--- src/rtl/charli_pwm_scanner.sv ---
// charli_pwm_scanner
//   Charlieplexed LED scanner with per-LED PWM brightness. N_PINS tri-state pins drive
//   NLED = N_PINS*(N_PINS-1) LEDs, one LED slot at a time. Each slot is 2**BW PWM ticks
//   of TICK_DIV clocks. Tick 0 of each slot is blanked. The LED is driven on ticks
//   1..duty. New frames go into a shadow buffer through a valid/ready handshake and
//   become active only at the frame boundary, so a frame never tears.
//
// Optional feature (compile-time macro SKIP_DARK_EN):
//   When defined, a slot whose duty is 0 lasts a single clock instead of a full slot.
//
// Ports
//   clk          in   system clock
//   rst          in   synchronous reset, active-low
//   frame_data   in   NLED*BW brightness values, LED k at [k*BW +: BW]
//   frame_valid  in   frame_data valid
//   frame_ready  out  shadow buffer empty; transfer on frame_valid & frame_ready
//   pin_o        out  pin drive level (0 whenever the pin is not enabled)
//   pin_oe       out  pin output enable (0 = high impedance)
//   frame_sync   out  one-clock pulse on the first output clock of each frame
module charli_pwm_scanner #(
    parameter int unsigned N_PINS   = 4,
    parameter int unsigned BW       = 4,
    parameter int unsigned TICK_DIV = 32
) (
    input  logic                               clk,
    input  logic                               rst,
    input  logic [N_PINS*(N_PINS-1)*BW-1:0]    frame_data,
    input  logic                               frame_valid,
    output logic                               frame_ready,
    output logic [N_PINS-1:0]                  pin_o,
    output logic [N_PINS-1:0]                  pin_oe,
    output logic                               frame_sync
);

    localparam int unsigned NLED = N_PINS * (N_PINS - 1);
    localparam int unsigned SW   = (NLED > 1) ? $clog2(NLED) : 1;
    localparam int unsigned DW   = (TICK_DIV > 1) ? $clog2(TICK_DIV) : 1;
    localparam int unsigned FW   = NLED * BW;

    localparam logic [SW-1:0] LastSlot = SW'(NLED - 1);
    localparam logic [DW-1:0] LastDiv  = DW'(TICK_DIV - 1);
    localparam logic [BW-1:0] LastTick = '1;

    // LED k: anode is k/(N_PINS-1); cathode skips over the anode index.
    function automatic int unsigned anode_of(input int unsigned k);
        return k / (N_PINS - 1);
    endfunction

    function automatic int unsigned cathode_of(input int unsigned k);
        int unsigned c0;
        c0 = k % (N_PINS - 1);
        return (c0 >= anode_of(k)) ? c0 + 1 : c0;
    endfunction

    logic [DW-1:0]     div_q, div_d;
    logic [BW-1:0]     tick_q, tick_d;
    logic [SW-1:0]     slot_q, slot_d;
    logic [FW-1:0]     active_q, active_d;
    logic [FW-1:0]     shadow_q, shadow_d;
    logic              shadow_full_q, shadow_full_d;
    logic              ready_q, ready_d;
    logic [N_PINS-1:0] pin_o_q, pin_o_d;
    logic [N_PINS-1:0] pin_oe_q, pin_oe_d;
    logic              sync_q, sync_d;

    logic [BW-1:0]     duty;
    logic [N_PINS-1:0] anode_mask;
    logic [N_PINS-1:0] cathode_mask;
    logic              slot_end;
    logic              frame_end;
    logic              lit;

    // Current slot decode: duty and pin masks.
    always_comb begin
        duty         = '0;
        anode_mask   = '0;
        cathode_mask = '0;
        for (int unsigned k = 0; k < NLED; k++) begin
            if (slot_q == SW'(k)) begin
                duty         = active_q[k*BW +: BW];
                anode_mask   = N_PINS'(1) << anode_of(k);
                cathode_mask = N_PINS'(1) << cathode_of(k);
            end
        end
    end

    always_comb begin
`ifdef SKIP_DARK_EN
        slot_end = (duty == '0) || ((tick_q == LastTick) && (div_q == LastDiv));
`else
        slot_end = (tick_q == LastTick) && (div_q == LastDiv);
`endif
        frame_end = slot_end && (slot_q == LastSlot);

        div_d  = div_q + 1'b1;
        tick_d = tick_q;
        slot_d = slot_q;
        if (slot_end) begin
            div_d  = '0;
            tick_d = '0;
            slot_d = (slot_q == LastSlot) ? '0 : slot_q + 1'b1;
        end else if (div_q == LastDiv) begin
            div_d  = '0;
            tick_d = tick_q + 1'b1;
        end

        // Tick 0 is the anti-ghosting blank; duty 0 is never lit.
        lit      = (tick_q != '0) && (tick_q <= duty);
        pin_oe_d = lit ? (anode_mask | cathode_mask) : '0;
        pin_o_d  = lit ? anode_mask : '0;
        sync_d   = (slot_q == '0) && (tick_q == '0) && (div_q == '0);

        // Swap and capture are mutually exclusive: capture needs an empty shadow.
        active_d      = active_q;
        shadow_d      = shadow_q;
        shadow_full_d = shadow_full_q;
        if (frame_end && shadow_full_q) begin
            active_d      = shadow_q;
            shadow_full_d = 1'b0;
        end
        if (frame_valid && ready_q) begin
            shadow_d      = frame_data;
            shadow_full_d = 1'b1;
        end
        ready_d = !shadow_full_d;
    end

    always_ff @(posedge clk) begin
        if (!rst) begin
            div_q         <= '0;
            tick_q        <= '0;
            slot_q        <= '0;
            active_q      <= '0;
            shadow_q      <= '0;
            shadow_full_q <= 1'b0;
            ready_q       <= 1'b0;
            pin_o_q       <= '0;
            pin_oe_q      <= '0;
            sync_q        <= 1'b0;
        end else begin
            div_q         <= div_d;
            tick_q        <= tick_d;
            slot_q        <= slot_d;
            active_q      <= active_d;
            shadow_q      <= shadow_d;
            shadow_full_q <= shadow_full_d;
            ready_q       <= ready_d;
            pin_o_q       <= pin_o_d;
            pin_oe_q      <= pin_oe_d;
            sync_q        <= sync_d;
        end
    end

    assign frame_ready = ready_q;
    assign pin_o       = pin_o_q;
    assign pin_oe      = pin_oe_q;
    assign frame_sync  = sync_q;

endmodule

--- config.mk ---
export PLATFORM = sky130hd
export DESIGN_NAME = charli_pwm_scanner
export DESIGN_NICKNAME = d
export VERILOG_FILES = /design/src/rtl/charli_pwm_scanner.sv
export SDC_FILE = /design/constraint.sdc
export NUM_CORES = 1
export LEC_CHECK = 0
export ABC_AREA = 1
export BUFFER_PORTS_ARGS = -buffer_cell sky130_fd_sc_hd__buf_4
export CAP_MARGIN = 20
export CORE_ASPECT_RATIO = 1.2
export CORE_MARGIN = 1.5
export CORE_UTILIZATION = 50
export CTS_CLUSTER_SIZE = 14
export DETAILED_ROUTE_END_ITERATION = 8
export PLACE_DENSITY = 0.8
export SETUP_SLACK_MARGIN = 0.02
export SLEW_MARGIN = 20
export SYNTH_ARGS = -nofsm -noshare
export SYNTH_HDL_FRONTEND = slang
export SYNTH_SLANG_ARGS = --single-unit
--- constraint.sdc ---
create_clock -name clk -period 7.35 [get_ports clk]
set_clock_uncertainty 0.1 [all_clocks]
set_input_delay 1.47 -clock clk [delete_from_list [all_inputs] [get_ports clk]]
set_output_delay 1.47 -clock clk [all_outputs]
set_load 0.01 [all_outputs]
# Word level (Yosys, flattened, before mapping)
# Index checks and enable logic that the tools add are counted.
# op_classes
order_cmp	1
n_reduce_logical	15
add_sub_neg	3
n_mux	39
n_eq_ne	13
bitwise_logic	2
# ops
op	count
$mux 4	35
$eq 4x4->1 const B	5
$eq 4x3->1 const B	4
$add 4x1->4 const B	2
$eq 4x2->1 const B	2
$logic_not 4->1	2
$logic_and 1x1->1	7
$add 5x1->5 const B	1
$eq 5x5->1 const B	1
$logic_not 5->1	1
$eq 4x1->1 const B	1
$le 4x4->1	1
$or 4x4->4	1
$reduce_bool 4->1	1
$mux 1	3
$reduce_or 3->1	1
$mux 2	1
$reduce_and 2->1	1
$reduce_or 2->1	1
$logic_not 1->1	1
$not 1->1	1
# word_totals
reg_bits	120
out_inout_bits	10
wordCells	83
in_bits	51

# Longest topological paths before layout
# Gate-level depths: netlist of the first run.
# depth
ltp_word	16
ltp_mapped	20
depth_no_buf	20

# Worst setup path after synthesis of the first run
# Ideal clock, no wire load.
# synth_timing
path_type	input port to flip-flop
startpoint	input rst
endpoint	register div_q[3]
path_stages	5
setup_ns	0.058
required_time_ns	7.192
path_buffers	1
t_arrival_ns	2.380
slack_ns	4.812
cell_sequence	clkbuf_1 > inv_1 > or2_2 > a21oi_1 > o21a_1
# synth_via
elab_chain_len	2
# synth_rtl
item	line	rtl
start, declared	26	input logic rst,
$not 1->1 (no line)	n/a	
$reduce_or 3->1 (no line)	n/a	
end signal, assigned	141	div_q <= div_d;
end, declared	55	logic [DW-1:0] div_q, div_d;
# No other way between the ends.
# A chain may end at the register's enable or synchronous reset.

# Worst setup path after layout of the first run
# layout_timing
startpoint	register slot_q[0]
endpoint	register pin_o_q[1] (netlist: pin_o[1])
# layout_via
elab_chain_len	16
word_cells_on_any_way	37
classes_between	order compare: 1; eq/ne: 11; mux: 22; reduce/logical: 3
# layout_rtl
item	line	rtl
start, declared	57	logic [SW-1:0] slot_q, slot_d;
start signal, assigned	143	slot_q <= slot_d;
$logic_not 4->1	79	if (slot_q == SW'(k)) begin
$mux 4 (12 in a row)	79	
$le 4x4->1	108	lit = (tick_q != '0) && (tick_q <= duty);
$logic_and 1x1->1	108	
$reduce_and 2->1 (no line)	n/a	
end signal, assigned	148	pin_o_q <= pin_o_d;
end, declared	62	logic [N_PINS-1:0] pin_o_q, pin_o_d;
# Several ways; a longest one is shown, not always the timed one.

==> results.txt, run 1 <==
- The cell sitting at the root of the clock tree is a clkbuf_16.
* Total of flip-flops plus latches after synthesis: 120
* Worst Setup Slack post-DPL: 4.249 ns
* Initial drt markers: about 320
- In this run the static leakage power is between 0.002 and 0.003 uW.
- CTS resizes: 0
* Initial Utilization: 0.5210
* Count of different cell masters after synthesis: 30
* H-tree depth: 4
- The worst hold path passes through 2 cells.
- CTS saw 120 sinks.
* Result of the run: completed
* Core area: 9613 um^2
- Final worst slack: 4.276 ns
- Summed over all failing endpoints, the final setup total negative slack is 0 ns.
- The number of setup buffers added after CTS is 0.
* Post-route antenna net violation count: 0
* Antenna cell count: 0
* Required time worst endpoint: roughly 7.5 ns
- Register-to-register path setup slack: ~4.3 ns
* Overall die height: ~110 um
- Share of cells above drive strength 1: 0.1388
- Buffers placed on the I/O ports in this run total 60.
* Max-capacitance violation count: 0
- Count of TritonRoute iterations in the first routing pass: 5
* Power Density: around 260 nW/um^2
- Yosys printed 0 warnings.
- Setup repair after global routing left no endpoint under its margin.
- The worst setup path is of the register to register kind.
- In this run the tightest slew margin relative to its limit is 0.4954.
* Global routing usage summed across all routing layers: 0.2244
- Counting every instance in the synthesized netlist gives between 600 and 700.
- Number of buffers added by the clock tree synthesis step: 17
* Overflow after GRT: 0
- Yosys attributes the largest share of cell area to dfxtp_1 48%, o21ai_0 10%, nor2_1 10%.
- Synth area leader: dfxtp_1
- Worst-case clock buffer depth: 2
- Worst ir drop on vdd: roughly 140 uV
- The HPWL after detailed placement is around 7.3 mm.
- Die W: between 90 and 100 um
- Clk pin slew, worst setup/hold paths: 0.05 ns
- slightly above 60 I/O pins were placed.
* Net Count, Synth: about 740
- For this run, the register share of the synthesized area comes to 0.4796.
- Reg2reg start: slot_q[0]
* Pin count of the biggest net entering global routing: between 100 and 150
- After floorplanning, the core was divided into 39 placement rows.
- Final nets: between 700 and 800
* Setup Viol. Count Final: 0
- Combined area of all synthesized cells: ~5000 um^2
- Path class of the lowest-slack min-delay path: register to register
* Share of the synthesized area in the top cell type: 0.4796
* Routability Congestion: approximately 0.87
- Overall power consumption after layout is estimated at about 1600 uW.
- Clock latency on the worst-skew pair, taken at its later pin, is 0.41 ns.
- Worst hold slack after final layout: about 0.35 ns
- Arrival @ worst endpoint: 3.26 ns
- Via count of the routed design: between 4000 and 5000
- The initial antenna violation count came to 0.
- The final number of hold-violating endpoints was 0.
* Clock tree from TritonCTS: done
* Worst Max-Slew Pin Slew: ~0.76 ns
- Worst setup SP type: register
* Peak Freq: approximately 330 MHz
- The area growth from synthesis to layout is 21.48%.
* Number of cells traversed by the worst register-to-register path: 14
- Final min period: slightly above 3 ns
* Global-route wire length before repair: ~19 mm
- Final number of max-transition violations: 0
- After detailed routing, the average wire length per cell comes to approximately 13 um.
- In this run the worst path has a maximum fanout of 8.
- HP Start: active_q[40]
* Synthesized area per cell: between 7 and 8 um^2
* Routed Wire Length: 10.99 mm
* Reg2Reg Capture Point: pin_o[1]
* Number of buffers inserted for hold repair after clock tree synthesis: 0
- Hold EP: active_q[40]
- STA classifies the critical path endpoint as a register.
- In the finished design, the share of the clock period the worst path needs comes to 0.4183.
* Average vias per placed instance: 5.200
- Final routed DRC violation total: 0
* Die Outline Area: about 11000 um^2
- The number of global-route vias before repair is 4342.
## final cells by class
class | count | area, um^2
clock buffer | 24 | 491.7
inverter | 85 | 319.1
sequential | 120 | 2402
timing repair buffer | 63 | 473.0
fill | 821 | 3528
clock inverter | 8 | 117.6
multi-input combinational | 442 | 2127
tap | 123 | 153.9
## cells in the final DEF (no fill, tap or decap), types with 4 or more instances in the layout
cell / instances
o21ai_1: 7
nor3_1: 9
ha_1: 13
clkbuf_16: 17
nand2_1: 55
clkbuf_8: 4
a31oi_1: 4
o21ai_0: 104
nor2_1: 136
nand3_1: 21
dfxtp_1: 120
buf_4: 63
a21oi_1: 75
clkinv_2: 4
inv_1: 83
## per-stage QoR
| stage | area, um^2 | utilization | cells |
|---|---|---|---|
| after detailed placement | 5475 | 0.5696 | 833 |
| after floorplan | 5009 | - | 679 |
| final | 6085 | 0.6330 | 865 |
| after global placement | 5475 | 0.5696 | 833 |
| after CTS | 6085 | 0.6330 | 865 |
| after global routing | 6085 | 0.6330 | 865 |
## worst max-delay path by stage
stage	cells past startpoint	startpoint	slack (ns)	end
finish	14	slot_q[0]	4.28	pin_o[1]
global route	14	slot_q[0]	4.03	pin_oe[1]
CTS	14	slot_q[0]	4.32	pin_oe[1]
detailed placement	5	rst	4.25	div_q[3]
global placement	5	rst	4.30	div_q[3]
floorplan	5	rst	4.81	div_q[3]
## per-layer routing
metal  vias up  global-route usage  routed length, um
li1       2298                   -                  -
met1      2042              0.2541               4638
met2       131              0.3837               5510
met3        27             0.06233                555
met4         0              0.1085                281
met5         -                   0                  0
## critical path, cell delays in order (launching register included)
cell     delay [ns]
dfxtp_1        0.38
ha_1           0.39
inv_1          0.18
nor2_1         0.38
inv_1          0.18
o21ai_0        0.20
a21oi_1        0.08
ha_1           0.27
nand2_1        0.07
inv_1          0.09
nand3_1        0.08
a31oi_1        0.17
nor2_1         0.08
inv_1          0.19
nor2_1         0.10
## cells in the mapped netlist
cell,number
a211oi_1,1
a21oi_1,75
a31oi_1,4
buf_1,2
buf_2,2
buf_6,5
clkbuf_1,23
dfxtp_1,120
ha_1,13
inv_1,83
inv_2,2
nand2_1,55
nand2_2,2
nand3_1,21
nand3_2,1
nand4_1,1
nor2_1,136
nor2_2,2
nor2_4,1
nor3_1,9
nor3_4,1
nor3b_1,2
o211ai_1,1
o21a_1,1
o21ai_0,104
o21ai_1,7
o22ai_1,1
o31ai_1,1
or2_2,2
xor2_1,1
## state kept, by name, summed over array words and instances, names as in the netlist
name           count
active_q          48
div_q              5
frame_ready        1
frame_sync         1
pin_o              4
pin_oe             4
shadow_full_q      1
shadow_q          48
slot_q             4
tick_q             4
## cell families after synthesis
| kind of cell | Yosys count | share of synthesized area |
|---|---|---|
| AND/OR/NAND/NOR | 233 | 0.1924 |
| AO/OA/AOI/OAI | 195 | 0.1981 |
| flip-flops | 120 | 0.4796 |
| buffers and inverters | 117 | 0.09568 |
| adder cells (fa/ha/maj) | 13 | 0.03248 |
| XOR/XNOR | 1 | 0.001749 |
## power by group
group / leakage (uW) / internal [uW] / total (uW) / switching [uW]
clock: 0.000300 / 566 / 841 / 275
combinational: 0.00127 / 38.0 / 81.0 / 43.0
sequential: 0.000976 / 674 / 685 / 11.3
No activity file was read; power rests on OpenSTA's default activity.
==> run 2, diff against run 1 <==
PLACE_DENSITY = 0.83   (was 0.8)
clock period = 2.7 ns   (was 7.35 ns; I/O delays follow)
==> run 2 against run 1 <==
The flow now finishes with violations (negative setup slack). Sequential share of layout area down 2.7 points. Register-to-register slack lost 4.3 ns. Count of clock-buffer cells in the layout decreased by 7. Worst setup slack worse by 4.3 ns. Sequential power rose to 2.7 times the previous value. Critical path type unchanged. Highest routed layer unchanged.
==> results.txt, run 2 (synthesis gave the netlist of run 1 again) <==
- Vias in the first global route: approximately 4500
- Final min period: between 2 and 3 ns
* Worst-case clock buffer depth: 2
- Average wire per standard cell: roughly 14 um
* Reg2reg start: slot_q[2]
- The checks that failed: negative setup slack.
- Measured on the finished design, the core utilization comes to 0.6836.
- Once routing completed, OpenROAD measured the worst setup slack at -0.01980 ns.
* Layout-stage area growth over the synthesis result: 31.20%
- Input and output buffers added on the ports amount to 60.
- Number of placed instances with taps included: 848
- Static power due to leakage: around 0.0027 uW
- Top flop regs: active_q (48), shadow_q (48), div_q (5)
* Global routing usage summed across all routing layers: 0.2370
- Comb pwr share: 0.049
* Initial antenna violation count: 0
- For this design the top-level I/O count stands at 61.
- Final Cycle Share: 1.007
* Worst Max-Slew Pin Slew: 0.4014 ns
* Setup Viol. Count Final: 4
* Required time worst endpoint: 2.94 ns
* Result of the run: complete, but fails checks
- Top library cells by usage in the layout, fill and taps aside: 128 x nor2_1, 116 x dfxtp_1, 100 x o21ai_0
- In this run the register-to-register setup slack is -0.02 ns.
- Setup repair after global routing could not meet its margin everywhere.
* Routability Congestion: about 0.96
* Clk Tree Root Cell: clkbuf_16
- Global-route wire length before repair: between 15 and 20 mm
- Initial Utilization: 0.5210
* Peak Freq: 367.7 MHz
- The routed design has between 10 and 15 mm of wire.
- Max-capacitance violation count: 0
* Number of fill cells in the layout: 714
- Arrival @ worst endpoint: roughly 3.0 ns
* Final routed DRC violation total: 0
* Core area: just under 10000 um^2
- Kind of critical path: register to register
- Along the worst hold path, the cell count comes to 3.
* Number of endpoints with negative hold slack in the final report: 0
* Die Outline Area: 10630 um^2
- STA classifies the critical path endpoint as a register.
- In this run the vertical extent of the chip is 112.6 um.
- The count of cells in the finished layout, fillers not included, comes to slightly below 900.
* Final nets: 819
- Worst slew slack as a fraction of its limit: 0.7324
* Final number of max-transition violations: 0
- In this run the horizontal extent of the chip is 94.37 um.
- Count of TritonRoute iterations in the first routing pass: 5
- The share of total power dissipated in the clock network is 0.542.
- Worst-path fanout max: 8
- The endpoint identified for the worst register-to-register timing path is pin_oe[3].
* Num rows: 39
- STA classifies the critical path startpoint as a register.
- Cell-internal power: 3573 uW
- Clk pin slew, worst setup/hold paths: 0.06 ns
* HP Start: frame_data[47]
* Hold EP: shadow_q[47]
- Average vias per placed instance: about 5.3
- Clock tree from TritonCTS: done
- Share of cells above drive strength 1: 0.2266
- Detailed placement ended at an HPWL of ~8 mm.
* Clock insertion delay at the later pin of the skew report: between 0.4 and 0.5 ns
* Overflow after GRT: 0
* Net load switching power: ~1000 uW
* Sequential share of power: 0.409
- Via count of the routed design: 4716
* Post-route antenna net violation count: 0
- Clock tree synthesis inserted a total of 17 buffers.
- Initial drt markers: ~380
- Entering global routing, the biggest net connects 83 pins.
- Across the VDD grid, the largest voltage drop is approximately 500 uV.
* Number of cells traversed by the worst register-to-register path: 19
* Most frequent standard cell in the layout excluding fill and tap cells: nor2_1
- Of the total power, the share spent switching nets is 0.2148.
- Path class of the lowest-slack min-delay path: primary input to register
- Sinks on the clock net: between 100 and 150
- 0 antenna diodes ended up in the layout.
- The H-tree was split into 4 levels.
- Power Density: ~700 nW/um^2
- Buffers inserted to repair hold after CTS numbered 0.
run 2: cell count changes in the layout (fill, tap and decap cells not counted), moves of 6 or more:
cell / delta
ha_1: -6
buf_4: +22
nor2_1: -8
nand3_1: -6
inv_1: -9
run 2: through the flow:
step	TNS [ns]	cell area, um^2	setup slack, ns	hold WS (ns)	total power [uW]
global route	-1.179	6571	-0.1727	0.2638	4700
finish	-0.05275	6571	-0.01980	0.2575	4551
global placement	-0.1467	5600	-0.04961	0.3372	2113
detailed placement	-0.8704	5600	-0.1648	0.3377	2124
floorplan	0	5009	0.2533	0.3205	2028
CTS	0	6321	0.03078	0.2541	4570
run 2: worst max-delay path by stage:
stage | from | end | slack [ns] | cells past startpoint
floorplan | slot_q[0] | pin_oe[1] | 0.25 | 18
global placement | slot_q[1] | pin_oe[3] | -0.05 | 18
detailed placement | slot_q[1] | pin_oe[3] | -0.16 | 19
CTS | slot_q[0] | pin_oe[2] | 0.03 | 20
global route | slot_q[0] | pin_oe[1] | -0.17 | 21
finish | slot_q[2] | pin_oe[3] | -0.02 | 19
run 2: repair_timing:
| item | 4_1_cts | 5_1_grt |
|---|---|---|
| setup endpoints to repair | 8 | 15 |
| setup buffers | 0 | 11 |
| gates resized for setup | 19 | 50 |
| pin swaps | 1 | 13 |
run 2: worst max-delay path, cell delays in order, from the launching register on:
cell,delay [ns]
dfxtp_4,0.36
nor2_4,0.27
nand2_4,0.12
nor2_4,0.14
nor2_2,0.05
nand2_1,0.06
nand2_1,0.05
nand2_1,0.06
nand2_1,0.06
nand2_1,0.07
nand2_1,0.06
a21oi_1,0.13
ha_1,0.26
nand2_1,0.10
inv_1,0.06
nand3_1,0.07
a31oi_1,0.11
nor2_1,0.20
inv_2,0.14
a31oi_4,0.17
run 2: layout make-up:
type | count | area, um^2 | share of cell area
inverter | 85 | 331.6 | 0.05046
timing repair buffer | 89 | 691.9 | 0.1053
clock buffer | 17 | 425.4 | 0.06474
tap | 123 | 153.9 | 0.02342
multi-input combinational | 442 | 2327 | 0.3542
sequential | 120 | 2415 | 0.3675
clock inverter | 15 | 226.5 | 0.03446
run 2: routing by layer:
metal,track usage,part of all wire
met1,0.2833,0.42
met2,0.3952,0.49
met5,0,0
met4,0.1075,0.038
met3,0.06098,0.052
run 2: power by group through the flow:
| stage | registers (uW) | logic [uW] | clock network, uW |
|---|---|---|---|
| 6_report | 1860 | 225 | 2470 |
| 4_1_cts | 1860 | 227 | 2480 |
| 3_5_place_dp | 1900 | 224 | 0 |
| 3_3_place_gp | 1900 | 217 | 0 |
| 2_1_floorplan | 1890 | 135 | 0 |
| 5_1_grt | 1860 | 261 | 2570 |
